**src/rtl/lif_pkg.sv**
```systemverilog
// Shared definitions for the synapse-driven LIF neuron.
// Provides the leak-mode selector constants, the accumulator width
// helper used by the synapse adder, and an unsigned clamp function.
package lif_pkg;

   localparam int LEAK_SUB   = 0;
   localparam int LEAK_SHIFT = 1;

   // One sign bit and clog2(N_IN) carry bits on top of the weight width
   // are enough to hold any subset sum of N_IN weights without overflow.
   function automatic int acc_width(input int w_width, input int n_in);
      return w_width + $clog2(n_in) + 1;
   endfunction

   // Clamp a signed value into [0, 2^width-1]; width must stay below 31.
   function automatic logic [31:0] sat_unsigned(input logic signed [31:0] value,
                                                input int                 width);
      logic signed [31:0] max_val;
      max_val = (32'sd1 <<< width) - 32'sd1;
      if (value < 32'sd0) begin
         return '0;
      end else if (value > max_val) begin
         return max_val;
      end else begin
         return value;
      end
   endfunction

endpackage

```
**src/rtl/lif_syn_accum.sv**
```systemverilog
// Combinational synapse accumulator.
// Sums the signed weights of every synapse whose input spike is set.
// Ports:
//   in_spikes : N_IN spike flags for this time step
//   weights   : flattened signed weights, synapse i at [i*W_WIDTH +: W_WIDTH]
//   syn_sum   : signed sum, wide enough that it never overflows
module lif_syn_accum
   import lif_pkg::*;
#(
   parameter int N_IN    = 4,
   parameter int W_WIDTH = 8,
   parameter int ACC_W   = acc_width(W_WIDTH, N_IN)
) (
   input  logic [N_IN-1:0]         in_spikes,
   input  logic [N_IN*W_WIDTH-1:0] weights,
   output logic signed [ACC_W-1:0] syn_sum
);

   always_comb begin
      syn_sum = '0;
      for (int i = 0; i < N_IN; i++) begin
         if (in_spikes[i]) begin
            syn_sum = syn_sum + ACC_W'($signed(weights[i*W_WIDTH +: W_WIDTH]));
         end
      end
   end

endmodule

```
**src/rtl/lif_neuron_syn.sv**
```systemverilog
// Leaky integrate-and-fire neuron with weighted synaptic inputs,
// selectable subtractive or shift-based leak, refractory hold and
// spike-frequency adaptation of the firing threshold.
// State only advances on clk edges where en is high.
// Ports:
//   clk, reset  : clock and asynchronous active-high reset
//   en          : time-step enable
//   in_spikes   : presynaptic spikes for the current step
//   weights     : flattened signed synaptic weights
//   spike       : registered output spike, one clock wide
//   membrane    : membrane potential register
//   refractory  : high while the refractory counter is nonzero
//   thresh_eff  : base threshold plus current adaptation offset
module lif_neuron_syn
   import lif_pkg::*;
#(
   parameter int N_IN              = 4,
   parameter int W_WIDTH           = 8,
   parameter int V_WIDTH           = 12,
   parameter int THRESHOLD         = 100,
   parameter int LEAK_MODE         = LEAK_SUB,
   parameter int LEAK              = 1,
   parameter int REFRACTORY_CYCLES = 4,
   parameter int ADAPT_INC         = 20,
   parameter int ADAPT_MAX         = 200
) (
   input  logic                      clk,
   input  logic                      reset,
   input  logic                      en,
   input  logic [N_IN-1:0]           in_spikes,
   input  logic [N_IN*W_WIDTH-1:0]   weights,
   output logic                      spike,
   output logic [V_WIDTH-1:0]        membrane,
   output logic                      refractory,
   output logic [V_WIDTH:0]          thresh_eff
);

   localparam int ACC_W   = acc_width(W_WIDTH, N_IN);
   localparam int CNT_W   = (REFRACTORY_CYCLES > 0) ? $clog2(REFRACTORY_CYCLES + 1) : 1;
   localparam int ADAPT_W = (ADAPT_MAX > 0) ? $clog2(ADAPT_MAX + 1) : 1;

   localparam logic [31:0] THRESH_U    = 32'(THRESHOLD);
   localparam logic [31:0] LEAK_U      = 32'(LEAK);
   localparam logic [31:0] ADAPT_INC_U = 32'(ADAPT_INC);
   localparam logic [31:0] ADAPT_MAX_U = 32'(ADAPT_MAX);

   logic                     spike_q,    spike_d;
   logic [V_WIDTH-1:0]       membrane_q, membrane_d;
   logic [CNT_W-1:0]         cnt_q,      cnt_d;
   logic [ADAPT_W-1:0]       adapt_q,    adapt_d;

   logic signed [ACC_W-1:0]  syn_sum;
   logic [31:0]              v_ext;
   logic [31:0]              leaked;
   logic signed [31:0]       v_sum;
   logic [V_WIDTH-1:0]       v_next;
   logic [V_WIDTH:0]         thresh_c;
   logic                     fire;
   logic [31:0]              adapt_inc_full;
   logic [ADAPT_W-1:0]       adapt_on_spike;
   logic [ADAPT_W-1:0]       adapt_decayed;

   lif_syn_accum #(
      .N_IN    (N_IN),
      .W_WIDTH (W_WIDTH),
      .ACC_W   (ACC_W)
   ) u_accum (
      .in_spikes (in_spikes),
      .weights   (weights),
      .syn_sum   (syn_sum)
   );

   // Leak, integration and threshold comparison are evaluated at 32-bit
   // signed width so an inhibitory sum clamps at zero instead of wrapping.
   always_comb begin
      v_ext = 32'(membrane_q);
      if (LEAK_MODE == LEAK_SHIFT) begin
         leaked = v_ext - (v_ext >> LEAK);
      end else begin
         leaked = (v_ext > LEAK_U) ? (v_ext - LEAK_U) : '0;
      end
      v_sum    = $signed(leaked) + 32'(syn_sum);
      v_next   = V_WIDTH'(sat_unsigned(v_sum, V_WIDTH));
      thresh_c = (V_WIDTH + 1)'(THRESH_U + 32'(adapt_q));
      fire     = ({1'b0, v_next} >= thresh_c);

      adapt_inc_full = 32'(adapt_q) + ADAPT_INC_U;
      adapt_on_spike = (adapt_inc_full > ADAPT_MAX_U) ? ADAPT_W'(ADAPT_MAX_U)
                                                      : ADAPT_W'(adapt_inc_full);
      adapt_decayed  = (adapt_q != '0) ? (adapt_q - ADAPT_W'(1)) : adapt_q;
   end

   // Next-state selection: hold when disabled, drain the refractory
   // counter when busy, otherwise integrate and possibly fire. A spike
   // step bumps the adaptation offset and skips that step's decay.
   always_comb begin
      spike_d    = 1'b0;
      membrane_d = membrane_q;
      cnt_d      = cnt_q;
      adapt_d    = adapt_q;
      if (en) begin
         if (cnt_q != '0) begin
            cnt_d      = cnt_q - CNT_W'(1);
            membrane_d = '0;
            adapt_d    = adapt_decayed;
         end else if (fire) begin
            spike_d    = 1'b1;
            membrane_d = '0;
            cnt_d      = CNT_W'(REFRACTORY_CYCLES);
            adapt_d    = adapt_on_spike;
         end else begin
            membrane_d = v_next;
            adapt_d    = adapt_decayed;
         end
      end
   end

   // State register with asynchronous reset.
   always_ff @(posedge clk or posedge reset) begin
      if (reset) begin
         spike_q    <= 1'b0;
         membrane_q <= '0;
         cnt_q      <= '0;
         adapt_q    <= '0;
      end else begin
         spike_q    <= spike_d;
         membrane_q <= membrane_d;
         cnt_q      <= cnt_d;
         adapt_q    <= adapt_d;
      end
   end

   // Outputs are direct views of the state.
   always_comb begin
      spike      = spike_q;
      membrane   = membrane_q;
      refractory = (cnt_q != '0);
      thresh_eff = thresh_c;
   end

endmodule

```
**config.mk**
```make
export PLATFORM = sky130hd
export DESIGN_NAME = lif_neuron_syn
export DESIGN_NICKNAME = d
export VERILOG_FILES = /design/src/rtl/lif_pkg.sv /design/src/rtl/lif_syn_accum.sv /design/src/rtl/lif_neuron_syn.sv
export SDC_FILE = /design/constraint.sdc
export NUM_CORES = 1
export LEC_CHECK = 0
export ABC_AREA = 1
export CAP_MARGIN = 20
export CORE_MARGIN = 2
export CORE_UTILIZATION = 55
export DETAILED_ROUTE_END_ITERATION = 8
export GPL_TIMING_DRIVEN = 1
export PLACE_DENSITY = 0.88
export RECOVER_POWER = 100
export SLEW_MARGIN = 10
export SYNTH_ARGS = -nofsm -noshare
export SYNTH_HDL_FRONTEND = slang
export SYNTH_SLANG_ARGS = --single-unit
```
**constraint.sdc**
```tcl
create_clock -name clk -period 11.95 [get_ports clk]
set_input_delay 2.9875 -clock clk [delete_from_list [all_inputs] [get_ports clk]]
set_output_delay 2.9875 -clock clk [all_outputs]
set_load 0.1 [all_outputs]
```
After elaboration in Yosys (flattened, before gate mapping). Index checks and enable logic that the tools add are counted.

Bits in registers: 24. Input bits: 39. Logic and storage cells: 40.

Add/sub/neg operators: 9. Order comparisons: 5. Mux-type cells: 18. Reduce and logical (&&, ||, !) cells: 4.

Operators by type and width (number): $mux W12 (4); $mux W11 (4); $add A11 B8 Y11 (3); $add A32 B11 Y32 (1); $gt A32 B13 Y1 const B (1); $lt A32 B1 Y1 const B (1); $mux W32 (1); $mux W8 (4); $sub A12 B1 Y13 const B (1); $ge A12 B9 Y1 (1); $gt A12 B1 Y1 const B (1); $add A7 B8 Y9 const A (1); $add A8 B5 Y9 const B (1); $gt A9 B8 Y1 const B (1); $reduce_bool A8 Y1 (1); $sub A8 B1 Y8 const B (1); $mux W3 (2); $mux W1 (3); $reduce_bool A3 Y1 (1); $sub A3 B1 Y3 const B (1); $reduce_and A2 Y1 (1); $reduce_bool A2 Y1 (1).

Logic depth before layout (Yosys ltp). Gate-level depths: netlist of run 1.

Word-level depth: 15. Depth in mapped cells: 63. Mapped depth without buffers: 61.

Cells and area by module. From an unflattened synthesis of run 1, not the netlist that was laid out.

Cell total of the unflattened synthesis: 792. Area, all modules: 4880.9 um2.

By module, submodules not included: lif_neuron_syn (times used 1, cells an instance 447, area an instance 2955.3 um2, sequential area each 600.6 um2); lif_syn_accum (times used 1, cells an instance 345, area an instance 1925.6 um2, sequential area each 0.0 um2).

Worst setup path after synthesis of run 1. No wires, ideal clock.

Path type: in2reg. Start: input port in_spikes[0]. End: register adapt_q[2]. Library setup time: 114 ps. Data arrival time: 10611 ps. Setup slack: 1225 ps. Stages: 61. Buffers on the path: 2. Cells stage by stage: buf_4 -> nand2_1 -> inv_1 -> ha_1 -> inv_1 -> fa_1 -> inv_1 -> nand2_1 -> o21ai_2 -> xor2_1 -> a21oi_1 -> ha_1 -> nand2_1 -> nor3_1 -> a21o_1 -> nand2_1 -> o21ai_0 -> xor2_1 -> (+25 left out) -> o21ai_0 -> ha_1 -> inv_1 -> a21boi_0 -> o21ai_0 -> nand2_1 -> nand2_1 -> nand2_1 -> nand2_1 -> nand2_1 -> a21oi_1 -> nand2_1 -> inv_1 -> nand2_4 -> nand3_1 -> nand3_1 -> nand2_1 -> inv_1.

Longest elaborated chain between the ends: 14.

Ends and longest elaborated chain: start, declared (RTL line lif_neuron_syn.sv:30) `input logic [N_IN-1:0] in_spikes,`; $mux W11 (*) (RTL line lif_syn_accum.sv:22) `if (in_spikes[i]) begin`; $add A11 B8 Y11 (RTL line lif_syn_accum.sv:23) `syn_sum = syn_sum + ACC_W'($signed(weights[i*W_WIDTH +: W_WIDTH]));`; $mux W11 (*) (RTL line lif_syn_accum.sv:22); $add A11 B8 Y11 (RTL line lif_syn_accum.sv:23); $mux W11 (*) (RTL line lif_syn_accum.sv:22); $add A11 B8 Y11 (RTL line lif_syn_accum.sv:23); $mux W11 (*) (RTL line lif_syn_accum.sv:22); $add A32 B11 Y32 (*) (RTL line lif_neuron_syn.sv:82) `v_sum = $signed(leaked) + 32'(syn_sum);`; $gt A32 B13 Y1 (RTL line lif_pkg.sv:22) `end else if (value > max_val) begin`; $mux W12 (RTL line lif_pkg.sv:22); $mux W12 (*) (RTL line lif_pkg.sv:20) `if (value < 32'sd0) begin`; $ge A12 B9 Y1 (*) (RTL line lif_neuron_syn.sv:85) `fire = ({1'b0, v_next} >= thresh_c);`; $mux W8 (*) (RTL line lif_neuron_syn.sv:106) `end else if (fire) begin`; $mux W8 (*) (RTL line lif_neuron_syn.sv:102) `if (cnt_q != '0) begin`; end signal, assigned (RTL line lif_neuron_syn.sv:129) `adapt_q <= adapt_d;`; end, declared (RTL line lif_neuron_syn.sv:50) `logic [ADAPT_W-1:0] adapt_q, adapt_d;`.

Mark *: on every way between the ends. The rest lies on a longest branch, timed or not. A chain may end at the register's enable or synchronous reset.

Worst setup path in the final report of run 1.
Start: input port weights[0]. End: register membrane_q[1] (netlist: membrane[1]).

Longest elaborated chain between the ends: 14.

Ends and longest elaborated chain: start, declared (RTL line lif_neuron_syn.sv:31) `input logic [N_IN*W_WIDTH-1:0] weights,`; $mux W11 (*) (RTL line lif_syn_accum.sv:22); $add A11 B8 Y11 (RTL line lif_syn_accum.sv:23); $mux W11 (*) (RTL line lif_syn_accum.sv:22); $add A11 B8 Y11 (RTL line lif_syn_accum.sv:23); $mux W11 (*) (RTL line lif_syn_accum.sv:22); $add A11 B8 Y11 (RTL line lif_syn_accum.sv:23); $mux W11 (*) (RTL line lif_syn_accum.sv:22); $add A32 B11 Y32 (*) (RTL line lif_neuron_syn.sv:82); $gt A32 B13 Y1 (RTL line lif_pkg.sv:22); $mux W12 (RTL line lif_pkg.sv:22); $mux W12 (*) (RTL line lif_pkg.sv:20); $ge A12 B9 Y1 (RTL line lif_neuron_syn.sv:85); $mux W12 (*) (RTL line lif_neuron_syn.sv:106); $mux W12 (*) (RTL line lif_neuron_syn.sv:102); end signal, assigned (RTL line lif_neuron_syn.sv:127) `membrane_q <= membrane_d;`; end, declared (RTL line lif_neuron_syn.sv:48) `logic [V_WIDTH-1:0] membrane_q, membrane_d;`.

Marks and branches as above.

==> metrics.yaml, run 1 <==
run_status: "complete, no violations"
synthToLayoutAreaGrowth_pct: 21.1
met2RoutedLength_mm: 6.11
post_synth_instance_area_um2: 4650
yosys_register_bits: 24
path_buf_inv: 10
setup.worst_path.end_class: "flop"
cts_htree_levels: 1
most_instantiated_library_cell_after_synthesis: "sky130_fd_sc_hd__nand2_1"
synthTopCellsByCount: "188 x sky130_fd_sc_hd__nand2_1, 130 x sky130_fd_sc_hd__inv_1, 58 x sky130_fd_sc_hd__nor2_1, 57 x sky130_fd_sc_hd__ha_1"
cp_max_fo: 7
top_layer_reached_by_signal_wires: "met4"
adder_cell_area_share_of_the_yosys_netlist_pct: 18.8
finalWirelength_mm: 12.5
max_stage_delay_ps: 510
finClkSkew_ps: 4.11
rows: 33
synth_xor_area_share_pct: 6.59
first_global_vias: 4661
tightest_slew_ps: 1060
final_min_period_over_clock_period_pct: 94.9
cp_data_required_time_ps: 12140
maxClockFrequency_ghz: 0.0882
die_height_um: 95.9
synth_edf_count: 0
cts.hold.buffers_added: 0
detail_route.drc_violations: 0
worstPathArrival_ps: 11530
cts_tree: "yes"
route.vias.total: 5012
first_iter_violations: 280
placer_congestion: 0.937
final_layout_size_suffix_gt1_share_pct: 9.72
min_path_type: "flop to flop"
cts_buffers: 3
drtAntennaViolNets: 0
criticalPathCategory: "input pin to flop"
routed_wire_length_per_instance_um: 13.6
global_route_wire_length_before_repair_mm: 20.1
timing.critical_path.mode_cell: "sky130_fd_sc_hd__nand2_1"
crit_path_start_kind: "input pin"
setup-tns-final_ps: 0
critical_path.slowest_cell: "sky130_fd_sc_hd__fa_1"
maxSlewViolCount: 0
final_hpwl_from_detailed_placement_mm: 10.1
pin_count_of_the_biggest_net_entering_global_routing: 27
syn-mean-instance-area_um2: 6.19
synth-seq-area-share_pct: 12.9
fin_crit_ps: 11340
yosys_warnings: 0
stdcell_area_um2: 5630
async_reset_ff_share_pct: 100
detail_route.vias_per_cell: 5.46
total_leakage_power_nw: 3.04
num_io_pins: 66
synth_compound_gate_area_share_pct: 16.3
timing.hold.ws_ps: 506
grt_antenna_before_repair: 0
synthDominantAreaCellType: "sky130_fd_sc_hd__ha_1"
chipWidth_um: 95.9
area_share_of_the_largest_cell_type_after_synthesis_pct: 15.3
flip_flop_cell_with_the_highest_count_after_synthesis: "sky130_fd_sc_hd__dfrtp_1"
number_of_hold_violations_in_the_final_report: 0
port_buffers: 61
initial_utilization_pct: 56.6
number_of_iterations_in_the_first_detailed_routing_pass: 5
timing.slew.headroom_pct: 29.0
synthMuxAreaShare_pct: 0
cts.sink_count: 24
clock_insertion_delay_worst_skew_ps: 270
cpLargestDelayFamily: "adder cells"
core_um2: 8220
finalSetupViolCount: 0
met3WireLength_um: 775
peakVddDrop_uv: 123
antenna_cells: 0
detail_route.wirelength.met1_mm: 5.50
die_area_um2: 9200
register_area_um2: 601
multi_input_comb_area_um2: 3600
design.final.nets: 918
track_usage_pct: 26.8
root_buffer: "sky130_fd_sc_hd__clkbuf_8"
timing.max_cap.violations: 0
cts_max_path_buffers: 2
dominant_combinational_cell_family_by_area_after_synthesis: "simple AND/OR/NAND/NOR gates"
netlist-cell-type-count: 47
filler_cell_count: 696
place_ws_ps: -405
syn-instance-count: 751
post_synth_and_or_nand_nor_area_fraction_pct: 31.6
setup_ws_ps: 606
grt-ovfl-total: 0
clk_pin_slew_worst_paths_ps: 90
synth.top_cells.by_area: "sky130_fd_sc_hd__ha_1 15%, sky130_fd_sc_hd__nand2_1 15%, sky130_fd_sc_hd__dfrtp_1 13%"
power.density_nw_per_um2: 208
detailed_place.area_um2: 5330
worst paths after layout:
check | slack [ps] | cells after the start | from | to
max in group asynchronous | 8000 | 2 | reset | membrane[4]$_DFFE_PP0P_
min in group asynchronous | 3360 | 2 | reset | spike$_DFF_PP0_
min | 510 | 2 | cnt_q[1]$_DFFE_PP0P_ | cnt_q[1]$_DFFE_PP0P_
max reg2reg | 5650 | 33 | membrane[0]$_DFFE_PP0P_ | membrane[1]$_DFFE_PP0P_
max | 610 | 50 | weights[0] | membrane[1]$_DFFE_PP0P_
min reg2reg | 510 | 2 | cnt_q[1]$_DFFE_PP0P_ | cnt_q[1]$_DFFE_PP0P_
tightest hold or removal path: stages, from the launching register on:
cell and delay (ps):
sky130_fd_sc_hd__dfrtp_1 350, sky130_fd_sc_hd__o21ai_1 70, sky130_fd_sc_hd__nand2_1 50
cell families after synthesis:
| family | Yosys count |
|---|---|
| AO/OA/AOI/OAI | 130 |
| XOR/XNOR | 35 |
| adder cells (fa/ha/maj) | 65 |
| buffers and inverters | 159 |
| flip-flops | 24 |
| other | 1 |
| AND/OR/NAND/NOR | 337 |
through the flow:
step	util, %	total power [mW]	std cells
after floorplan	-	0.854	754
after global placement	64.9	1.04	906
after detailed placement	64.9	1.05	906
after CTS	65.7	1.12	910
after global routing	68.5	1.27	918
final	68.5	1.17	918
state kept, by name, summed over array words and instances, names as in the netlist:
signal    cells
adapt_q       8
cnt_q         3
membrane     12
spike         1
layer usage:
layer	GRT usage [%]	up-vias
li1	-	2532
met1	36.1	2295
met2	47.8	173
met3	2.66	12
met4	3.21	0
met5	0	-
where the power goes:
part / total [mW] / internal [mW] / switching, mW / leakage [nW]
combinational: 0.979 / 0.314 / 0.665 / 2.70
sequential: 0.135 / 0.102 / 0.0328 / 0.315
clock: 0.0579 / 0.0295 / 0.0285 / 0.0288
total: 1.17 / 0.445 / 0.727 / 3.04
final cells by class:
class / count / area share (%)
Inverter: 139 / 9.27
Tap cell: 105 / 2.33
Multi-Input combinational cell: 571 / 63.9
Timing Repair Buffer: 75 / 12.8
Clock buffer: 4 / 0.978
Sequential cell: 24 / 10.7
repair_timing:
action | in CTS | in global routing
resized for setup | 2 | 49
pin swaps | 0 | 15
hold endpoints to repair | 0 | 0
setup endpoints to repair | 13 | 21
setup buffers | 0 | 8
cell usage in the layout, fill, tap and decap left out, types with 4 or more instances in the layout:
cell and n:
sky130_fd_sc_hd__nand2_1 184, sky130_fd_sc_hd__inv_1 128, sky130_fd_sc_hd__nor2_1 58, sky130_fd_sc_hd__ha_1 52, sky130_fd_sc_hd__nand3_1 46, sky130_fd_sc_hd__a21oi_1 42, sky130_fd_sc_hd__clkdlybuf4s50_1 35, sky130_fd_sc_hd__o21ai_0 30
sky130_fd_sc_hd__xor2_1 26, sky130_fd_sc_hd__dlygate4sd3_1 25, sky130_fd_sc_hd__dfrtp_1 24, sky130_fd_sc_hd__o21ai_1 18, sky130_fd_sc_hd__buf_4 13, sky130_fd_sc_hd__nor3_1 11, sky130_fd_sc_hd__o21ai_2 10, sky130_fd_sc_hd__xnor2_1 9
sky130_fd_sc_hd__fa_1 8, sky130_fd_sc_hd__inv_2 7, sky130_fd_sc_hd__nand4_1 6, sky130_fd_sc_hd__or2_2 6, sky130_fd_sc_hd__a21oi_2 5, sky130_fd_sc_hd__nand2_4 5, sky130_fd_sc_hd__ha_4 5, sky130_fd_sc_hd__nand2_2 4
sky130_fd_sc_hd__clkinv_1 4, sky130_fd_sc_hd__nor3_2 4, sky130_fd_sc_hd__o31ai_1 4, sky130_fd_sc_hd__o31ai_2 4, sky130_fd_sc_hd__conb_1 4, sky130_fd_sc_hd__clkbuf_8 4
(Power assumes the default switching activity.)
==> run 2, diff against run 1 <==
--- a/config.mk
+++ b/config.mk
@@ -6,12 +6,11 @@
 export NUM_CORES = 1
 export LEC_CHECK = 0
 export ABC_AREA = 1
-export CAP_MARGIN = 20
 export CORE_MARGIN = 2
-export CORE_UTILIZATION = 55
+export CORE_UTILIZATION = 54
 export DETAILED_ROUTE_END_ITERATION = 8
 export GPL_TIMING_DRIVEN = 1
-export PLACE_DENSITY = 0.88
+export PLACE_DENSITY = 0.87
 export RECOVER_POWER = 100
 export SLEW_MARGIN = 10
 export SYNTH_ARGS = -nofsm -noshare
==> metrics.yaml, run 2 (synthesis gave the netlist of run 1 again) <==
min_path_type: "flop to flop"
routed_wire_length_per_instance_um: 13.5  # -0.98%
core_um2: 8300  # +1.0%
design.final.nets: 914  # -0.44%
grt-ovfl-total: 0  # unchanged
global_route_wire_length_before_repair_mm: 20.3  # +0.55%
layout.cells.most_common: "sky130_fd_sc_hd__nand2_1"
power.density_nw_per_um2: 207  # -0.37%
timing.slew.headroom_pct: 32.8  # +3.8 points
critical_path_depth: 54  # +8.0%
pin_count_of_the_biggest_net_entering_global_routing: 27  # unchanged
critical_path.reg2reg.startpoint: "membrane[0]$_DFFE_PP0P_"
register_area_um2: 601  # unchanged
final_hpwl_from_detailed_placement_mm: 10.0  # -1.4%
route.vias.total: 4997  # -0.30%
filler_cell_count: 698  # +0.29%
maxSlewViolCount: 0  # unchanged
number_of_iterations_in_the_first_detailed_routing_pass: 5  # unchanged
final_layout_size_suffix_gt1_share_pct: 8.53  # -1.2 points
power_report.internal_total_mw: 0.437  # -1.9%
mostFrequentLayoutCells: "185 x sky130_fd_sc_hd__nand2_1, 129 x sky130_fd_sc_hd__inv_1, 59 x sky130_fd_sc_hd__nor2_1"
crit_start: "in_spikes[0]"
clock_insertion_delay_worst_skew_ps: 270  # about the same
path_buf_inv: 8  # -2
setup-tns-final_ps: 0  # unchanged
multi_input_comb_area_um2: 3590  # -0.24%
cts_max_path_buffers: 2  # unchanged
crit_path_start_kind: "input pin"
max_ffs_per_register: 12  # unchanged
timing.critical_path.mode_cell: "sky130_fd_sc_hd__nand2_1"
track_usage_pct: 25.0  # -1.8 points
finalSetupViolCount: 0  # unchanged
share_seq_of_total_power_pct: 11.6  # about the same
synthToLayoutAreaGrowth_pct: 19.9
die_area_um2: 9370  # +1.8%
place_ws_ps: -347  # +57.9 ps
rows: 33  # unchanged
first_global_vias: 4599  # -1.3%
timing.hold.ws_ps: 487  # -19.3 ps
worstPathArrival_ps: 11410  # -120 ps
cp_max_fo: 5  # -2
detail_route.drc_violations: 0  # unchanged
final_min_period_over_clock_period_pct: 94.5  # -0.40 points
number_of_hold_violations_in_the_final_report: 0  # unchanged
clk_pin_slew_worst_paths_ps: 90  # about the same
setup.worst_path.end_class: "flop"
cts.sink_count: 24  # unchanged
pwr-share-clk_pct: 4.9  # about the same
comb_power_share_pct: 83.5  # about the same
dp.cells: 903  # -0.33%
cp_data_required_time_ps: 12070  # -70 ps
fin_crit_ps: 11300  # -48.1 ps
critical_path.slowest_cell: "sky130_fd_sc_hd__fa_1"
num_io_pins: 66  # unchanged
cts_htree_levels: 1  # unchanged
maxClockFrequency_ghz: 0.0885  # +0.43%
run_status: "complete, no violations"
peakVddDrop_uv: 129  # +5.4%
drtAntennaViolNets: 0  # unchanged
initial_utilization_pct: 56.0  # -0.56 points
criticalPathCategory: "input pin to flop"
cts_tree: "yes"
finalWirelength_mm: 12.3  # -1.4%
total_leakage_power_nw: 3.01  # -1.2%
antenna_cells: 0  # unchanged
grt_antenna_before_repair: 0  # unchanged
root_buffer: "sky130_fd_sc_hd__clkbuf_8"
p_sw_mw: 0.720  # -0.95%
switching_share_pct: 62.2  # +0.22 points
port_buffers: 61  # unchanged
tightest_slew_ps: 1010  # -56.5 ps
finClkSkew_ps: 4.41  # +0.304 ps
max_stage_delay_ps: 450  # -60 ps
die_height_um: 96.8  # +0.89%
critical_path.reg2reg.endpoint: "adapt_q[6]$_DFFE_PP0P_"
placer_congestion: 1.06  # +13%
cts_buffers: 3  # unchanged
timing.max_cap.violations: 0  # unchanged
timing.reg2reg.worst_path_depth: 33  # unchanged
critical_path.endpoint: "adapt_q[6]$_DFFE_PP0P_"
setup_ws_ps: 655  # +48.1 ps
chipWidth_um: 96.8  # +0.89%
first_iter_violations: 342  # +22%
cpLargestDelayFamily: "simple AND/OR/NAND/NOR gates"
setup.reg_to_reg.worst_slack_ps: 5790  # +140 ps
final_cells: 914  # -0.44%
detail_route.vias_per_cell: 5.47  # +0.14%
run 2: cell count changes in the layout (fill, tap and decap cells not counted), sizes merged:
cell           previous run  this run
nand4                     7         8
dlymetal6s2s              1         0
clkdlybuf4s50            35        36
buf                      14         9
run 2: worst min path at each step:
| stage | startpoint | endpoint | slack (ps) | cells past startpoint |
|---|---|---|---|---|
| global placement | cnt_q[1]$_DFFE_PP0P_ | cnt_q[1]$_DFFE_PP0P_ | 460 | 2 |
| floorplan | cnt_q[1]$_DFFE_PP0P_ | cnt_q[1]$_DFFE_PP0P_ | 450 | 2 |
| global route | cnt_q[1]$_DFFE_PP0P_ | cnt_q[1]$_DFFE_PP0P_ | 520 | 2 |
| detailed placement | cnt_q[1]$_DFFE_PP0P_ | cnt_q[1]$_DFFE_PP0P_ | 470 | 2 |
| finish | cnt_q[1]$_DFFE_PP0P_ | cnt_q[1]$_DFFE_PP0P_ | 490 | 2 |
| CTS | cnt_q[1]$_DFFE_PP0P_ | cnt_q[1]$_DFFE_PP0P_ | 490 | 2 |
run 2: metrics by stage:
stage	power [mW]	cell area (µm²)	utilization, %
floorplan	0.854	4660	-
global placement	1.03	5310	64.0
detailed placement	1.05	5310	64.0
CTS	1.11	5370	64.7
global route	1.26	5580	67.2
finish	1.16	5580	67.2
run 2: per-layer routing:
layer / wire length (µm) / vias to the layer above / global-route usage (%)
met2: 5750 / 167 / 42.5
met5: 0 / - / 0
met3: 708 / 18 / 2.67
li1: - / 2527 / -
met4: 227 / 0 / 5.20
met1: 5650 / 2285 / 34.5
run 2: tightest hold or removal path, delay by kind of cell (launching register included):
family,cells,cell delay [ps]
compound gates,1,60
flops,1,350
simple gates,1,50
run 2: power groups by stage:
| stage | clock network [mW] | logic (mW) | registers, mW |
|---|---|---|---|
| after floorplan | 0 | 0.719 | 0.134 |
| after global placement | 0 | 0.891 | 0.134 |
| after detailed placement | 0 | 0.911 | 0.135 |
| after CTS | 0.0565 | 0.920 | 0.134 |
| after global routing | 0.0588 | 1.06 | 0.139 |
| final | 0.0564 | 0.966 | 0.134 |
run 2: layout make-up:
type                    count  share of cell area (%)
clock buffers               4                   0.987
well taps                 105                    2.36
inverters                 139                    9.36
flip-flops and latches     24                    10.8
repair buffers             70                    12.2
multi-input cells         572                    64.4
run 2: what timing repair did:
item / CTS / global route
hold buffers: 0 / 0
setup endpoints to repair: 7 / 21
cloned: 0 / 1
pin swaps: 0 / 11
buffers inserted: 0 / 6
gates resized for setup: 1 / 42
